$ cat src/rtl/comp2_to_signmag_bcd_pkg.sv
// Shared definitions for the two's-complement to sign/magnitude/BCD converter:
// FSM state encoding, BCD adjust constants and an elaboration-time helper.
package comp2_to_signmag_bcd_pkg;

    typedef enum logic [1:0] {
        IDLE    = 2'd0,
        CONVERT = 2'd1,
        DONE    = 2'd2
    } state_t;

    localparam logic [3:0] BCD_ADJ_THRESH = 4'd5;
    localparam logic [3:0] BCD_ADJ        = 4'd3;

    // Used only at elaboration to confirm the BCD field can hold the largest magnitude.
    function automatic longint unsigned pow10(input int n);
        longint unsigned r;
        r = 64'd1;
        for (int i = 0; i < n; i++) begin
            r = r * 64'd10;
        end
        return r;
    endfunction

endpackage

$ cat src/rtl/bcd_add3_digit.sv
// One double-dabble correction cell: a BCD digit of 5 or more gets +3
// so that the following left shift carries correctly into the next digit.
module bcd_add3_digit
    import comp2_to_signmag_bcd_pkg::*;
(
    input  logic [3:0] digit,
    output logic [3:0] adjusted
);

    assign adjusted = (digit >= BCD_ADJ_THRESH) ? (digit + BCD_ADJ) : digit;

endmodule

$ cat src/rtl/comp2_to_signmag_bcd.sv
// Converts a two's-complement operand into sign, unsigned magnitude and packed BCD.
// Magnitude is recovered on acceptance, then BCD is built one bit per clock.
module comp2_to_signmag_bcd
    import comp2_to_signmag_bcd_pkg::*;
#(
    parameter int WIDTH    = 6,
    parameter int N_DIGITS = 2
) (
    input  logic                  clk,
    input  logic                  rst,
    input  logic                  in_valid,
    output logic                  in_ready,
    input  logic [WIDTH-1:0]      A,
    output logic                  out_valid,
    input  logic                  out_ready,
    output logic                  sign,
    output logic [WIDTH-1:0]      mag,
    output logic [4*N_DIGITS-1:0] bcd
);

    localparam int BCD_W = 4 * N_DIGITS;
    localparam int CNT_W = $clog2(WIDTH + 1);

    // The most negative input has magnitude 2^(WIDTH-1), which must fit in the digits.
    if (pow10(N_DIGITS) <= (64'd1 << (WIDTH - 1))) begin : g_bad_params
        $error("comp2_to_signmag_bcd: N_DIGITS too small for WIDTH");
    end

    state_t             state;
    logic [WIDTH-1:0]   shift_reg;
    logic [CNT_W-1:0]   bit_cnt;
    logic [BCD_W-1:0]   bcd_adj;
    logic [WIDTH-1:0]   a_mag;

    // Negating -2^(WIDTH-1) wraps back to itself, which read as unsigned is the right magnitude.
    assign a_mag = A[WIDTH-1] ? ((~A) + WIDTH'(1)) : A;

    for (genvar g = 0; g < N_DIGITS; g++) begin : g_digit
        bcd_add3_digit u_add3 (
            .digit    (bcd[4*g +: 4]),
            .adjusted (bcd_adj[4*g +: 4])
        );
    end

    // Handshake FSM with registered ready/valid; bcd doubles as the working BCD accumulator.
    always_ff @(posedge clk) begin
        if (rst) begin
            state     <= IDLE;
            in_ready  <= 1'b1;
            out_valid <= 1'b0;
            sign      <= 1'b0;
            mag       <= '0;
            bcd       <= '0;
            shift_reg <= '0;
            bit_cnt   <= '0;
        end else begin
            case (state)
                IDLE: begin
                    if (in_valid && in_ready) begin
                        sign      <= A[WIDTH-1];
                        mag       <= a_mag;
                        shift_reg <= a_mag;
                        bcd       <= '0;
                        bit_cnt   <= CNT_W'(WIDTH);
                        in_ready  <= 1'b0;
                        state     <= CONVERT;
                    end
                end
                CONVERT: begin
                    {bcd, shift_reg} <= {bcd_adj, shift_reg} << 1;
                    bit_cnt          <= bit_cnt - CNT_W'(1);
                    if (bit_cnt == CNT_W'(1)) begin
                        out_valid <= 1'b1;
                        state     <= DONE;
                    end
                end
                DONE: begin
                    if (out_valid && out_ready) begin
                        out_valid <= 1'b0;
                        in_ready  <= 1'b1;
                        state     <= IDLE;
                    end
                end
                default: begin
                    out_valid <= 1'b0;
                    in_ready  <= 1'b1;
                    state     <= IDLE;
                end
            endcase
        end
    end

endmodule
$ cat config.mk
export PLATFORM = sky130hd
export DESIGN_NAME = comp2_to_signmag_bcd
export DESIGN_NICKNAME = d
export VERILOG_FILES = /design/src/rtl/comp2_to_signmag_bcd_pkg.sv /design/src/rtl/bcd_add3_digit.sv /design/src/rtl/comp2_to_signmag_bcd.sv
export SDC_FILE = /design/constraint.sdc
export NUM_CORES = 1
export LEC_CHECK = 0
export CORE_MARGIN = 5
export CORE_UTILIZATION = 53
export CTS_BUF_LIST = sky130_fd_sc_hd__clkbuf_8
export CTS_CLUSTER_SIZE = 20
export DETAILED_ROUTE_END_ITERATION = 8
export MAX_ROUTING_LAYER = met4
export PLACE_DENSITY = 0.87
export SYNTH_ARGS = -nofsm -noshare
export SYNTH_HDL_FRONTEND = slang
export SYNTH_SLANG_ARGS = --single-unit
$ cat constraint.sdc
create_clock -name clk -period 1.8 [get_ports clk]
set_clock_uncertainty 0.1 [all_clocks]
set_input_delay 0.27 -clock clk [delete_from_list [all_inputs] [get_ports clk]]
set_output_delay 0.27 -clock clk [all_outputs]
set_load 0.01 [all_outputs]
==> flow_summary.toml <==
[cells_and_area]
largest_register_ff_count = 8
mostFrequentLayoutCell = "sky130_fd_sc_hd__dfxtp_1"
seq_area_um2 = 561
layout-area-overhead-vs-synth_pct = 28.2
final_design_area_no_fill_mm2 = 0.00175
insertedDiodeCount = 0
multiInputGateArea_um2 = 737
n_fill_cell = 188
drive_gt1_share_pct = 8.95
num-nets-final = 208
highest_count_cells_in_the_layout_ignoring_fill_and_taps = "28 x sky130_fd_sc_hd__dfxtp_1, 26 x sky130_fd_sc_hd__clkdlybuf4s50_1, 22 x sky130_fd_sc_hd__nand2_1"

[run]
max-cap-violations = 0

[synthesis]
synth_top_family_by_area = "compound AO/OA/AOI/OAI gates"
synthXorXnorAreaFrac_pct = 1.92
synthesis.instances = 160
syn_area_mm2 = 0.00137
synth.mux.area_fraction_pct = 2.93
syn_avg_cell_area_um2 = 8.55
synth_compound_area_share_pct = 21.3
synth_sequential_area_ratio_pct = 41.0
ys_seq_elements = 28
synth-simple-area-share_pct = 21.3
syn_nets = 177
synth-warning-count = 0
fraction_of_synthesis_flops_using_an_asynchronous_set_or_reset_pin_pct = 0
synth_cell_types = 36
dominantRegCellSynth = "sky130_fd_sc_hd__dfxtp_1"
synth_fa_ha_area_share_pct = 6.40
number_of_enable_type_register_cells_in_the_synthesized_netlist = 0

[global_routing]
groute.usage.overall_pct = 19.1
pin_count_of_the_biggest_net_entering_global_routing = 17
via_count_of_the_first_global_routing_pass = 1224
grt_first_pass_wirelength_um = 5260
grt_antenna_before_repair = 0
grt_overflow = 0

[clocking]
setup_bufs_post_cts = 0
cts_htree_levels = 1
worst_skew_pair.late_latency_ns = 0.27
cts-root-buf = "sky130_fd_sc_hd__clkbuf_8"
cts_resized = 0
cts_num_sinks = 28
cts_buffers = 3
number_of_hold_buffers_added_after_cts = 0
tritoncts_clock_tree = "built"
cts_buffer_depth = 2
worst_setup_hold_path_clk_slew_ns = 0.09

[route]
final_wl_um = 3080
drt.antenna.violating_nets = 0
vias_per_cell = 5.78
route.detailed.drc = 0
detail_route.wl_per_cell_um = 14.0
total_number_of_vias = 1271
initialDrtViolationCount = 58
dr.pass1.iters = 4

[sta]
hold_viol_final = 0
finalSetupViolations = 0
minimum_clock_period_after_layout_ns = 1.68
grt_setup_unrepaired = "false"
finalSetupTns_ns = 0
headroom_to_the_max_slew_limit_pct = 67.7
clock.fmax_mhz = 594
period_share_pct = 93.6
drv_slew = 0
max_slew.worst_pin.slew_ns = 0.482

[floorplanning]
design.portCount = 27
placement_rows = 18
initial_core_util_pct = 55.2
dieHeight_um = 60.8
die_wd_um = 60.8
design.die.area_mm2 = 0.00370
fp.coreArea_mm2 = 0.00248

[critical_path]
crit_path_cell_trace = "clkdlybuf4s50_1"
crit_path_max_incr_delay_ns = 0.58
critical-path-top-delay-family = "buffers and inverters"
startpoint_type = "flip-flop"
critical-path-slowest-cell = "sky130_fd_sc_hd__clkdlybuf4s50_1"
critical_path_class = "reg -> out"
worst_setup_path_end_kind = "output pin"
worst_ep_arrival_time_ns = 1.31
critPathRequiredTime_ns = 1.43
worst-path-max-fanout = 5
worst-path-buf-inv = 1

[place]
numPortBuffers = 26
place.detailed.hpwl_um = 2280
placed_area_mm2 = 0.00168
final_weighted_congestion_in_routability_driven_placement = 0.832

[power]
design_power_total_mw = 1.44
vdd_ir_max_v = 0.000564
power-per-cell-area_mw_per_mm2 = 820
leakage_nw = 0.682

[run_status]
status = "finished, final reports clean"

[hold_path]
worstHoldPathType = "reg -> reg"
[stage by stage]
step	instances	worst slack (ns)	hold WS (ns)	utilization [%]
after floorplan	160	0.290	0.306	-
after global placement	216	0.0800	0.343	67.9
after detailed placement	216	0.0327	0.347	67.9
after CTS	220	0.114	0.361	70.8
after global routing	220	0.0651	0.380	70.8
final	220	0.116	0.360	70.8
[cell type report]
| type | instances | share of cell area, % |
|---|---|---|
| multi-input cells | 115 | 42.0 |
| flip-flops and latches | 28 | 32.0 |
| clock inverters | 1 | 1.71 |
| clock buffers | 3 | 2.36 |
| well taps | 30 | 2.14 |
| inverters | 11 | 2.36 |
| repair buffers | 32 | 17.4 |
[cells by family (layout without fill, tap and decap cells)]
| family | Yosys count | in the layout |
|---|---|---|
| buffers and inverters | 17 | 47 |
| and+or+nand+nor | 55 | 55 |
| DFF | 28 | 28 |
| xor gates and xnor gates | 3 | 3 |
| AOI/OAI and AO/OA | 46 | 46 |
| muxes | 4 | 4 |
| adders and majority gates | 7 | 7 |
[report_power, final]
group	internal, mW	switching [mW]
logic	0.120	0.137
clock network	0.298	0.197
registers	0.657	0.0294
[path summary, 6_finish.rpt]
kind	from	end	slack (ns)	depth (start not counted)
worst max-delay path	in_ready	in_ready	0.12	1
worst min register to register	shift_reg[0]	shift_reg[0]	0.36	2
worst min-delay path	shift_reg[0]	shift_reg[0]	0.36	2
worst max register to register	bcd[1]	bcd[2]	0.23	6
[per-layer routing]
metal	vias to the layer above	part of all wire (%)	routed length (um)	track usage, %
met2	38	49	1520	31.1
met5	-	0	0	-
li1	620	-	-	-
met3	7	5.6	172	4.04
met1	606	44	1340	22.7
met4	0	1.2	38	8.05
[cell usage after synthesis, types with 2 or more instances]
cell type                   n  share of area [%]
sky130_fd_sc_hd__a21oi_1   21                7.7
sky130_fd_sc_hd__a22o_1     3                1.9
sky130_fd_sc_hd__a22oi_1    3                1.6
sky130_fd_sc_hd__buf_2      2               0.73
sky130_fd_sc_hd__clkbuf_1   2               0.55
sky130_fd_sc_hd__dfxtp_1   28                 41
sky130_fd_sc_hd__ha_1       7                6.4
sky130_fd_sc_hd__inv_1     11                3.0
sky130_fd_sc_hd__mux2i_1    4                2.9
sky130_fd_sc_hd__nand2_1   22                6.0
sky130_fd_sc_hd__nand2b_1   6                2.7
sky130_fd_sc_hd__nand3_1    4                1.5
sky130_fd_sc_hd__nor2_1     9                2.5
sky130_fd_sc_hd__nor2b_1    3                1.4
sky130_fd_sc_hd__nor3_1     7                2.6
sky130_fd_sc_hd__o21ai_0    6                2.2
sky130_fd_sc_hd__o41ai_1    2                1.3
sky130_fd_sc_hd__xnor2_1    2                1.3
Note: power is estimated with default switching activity, not from simulation.
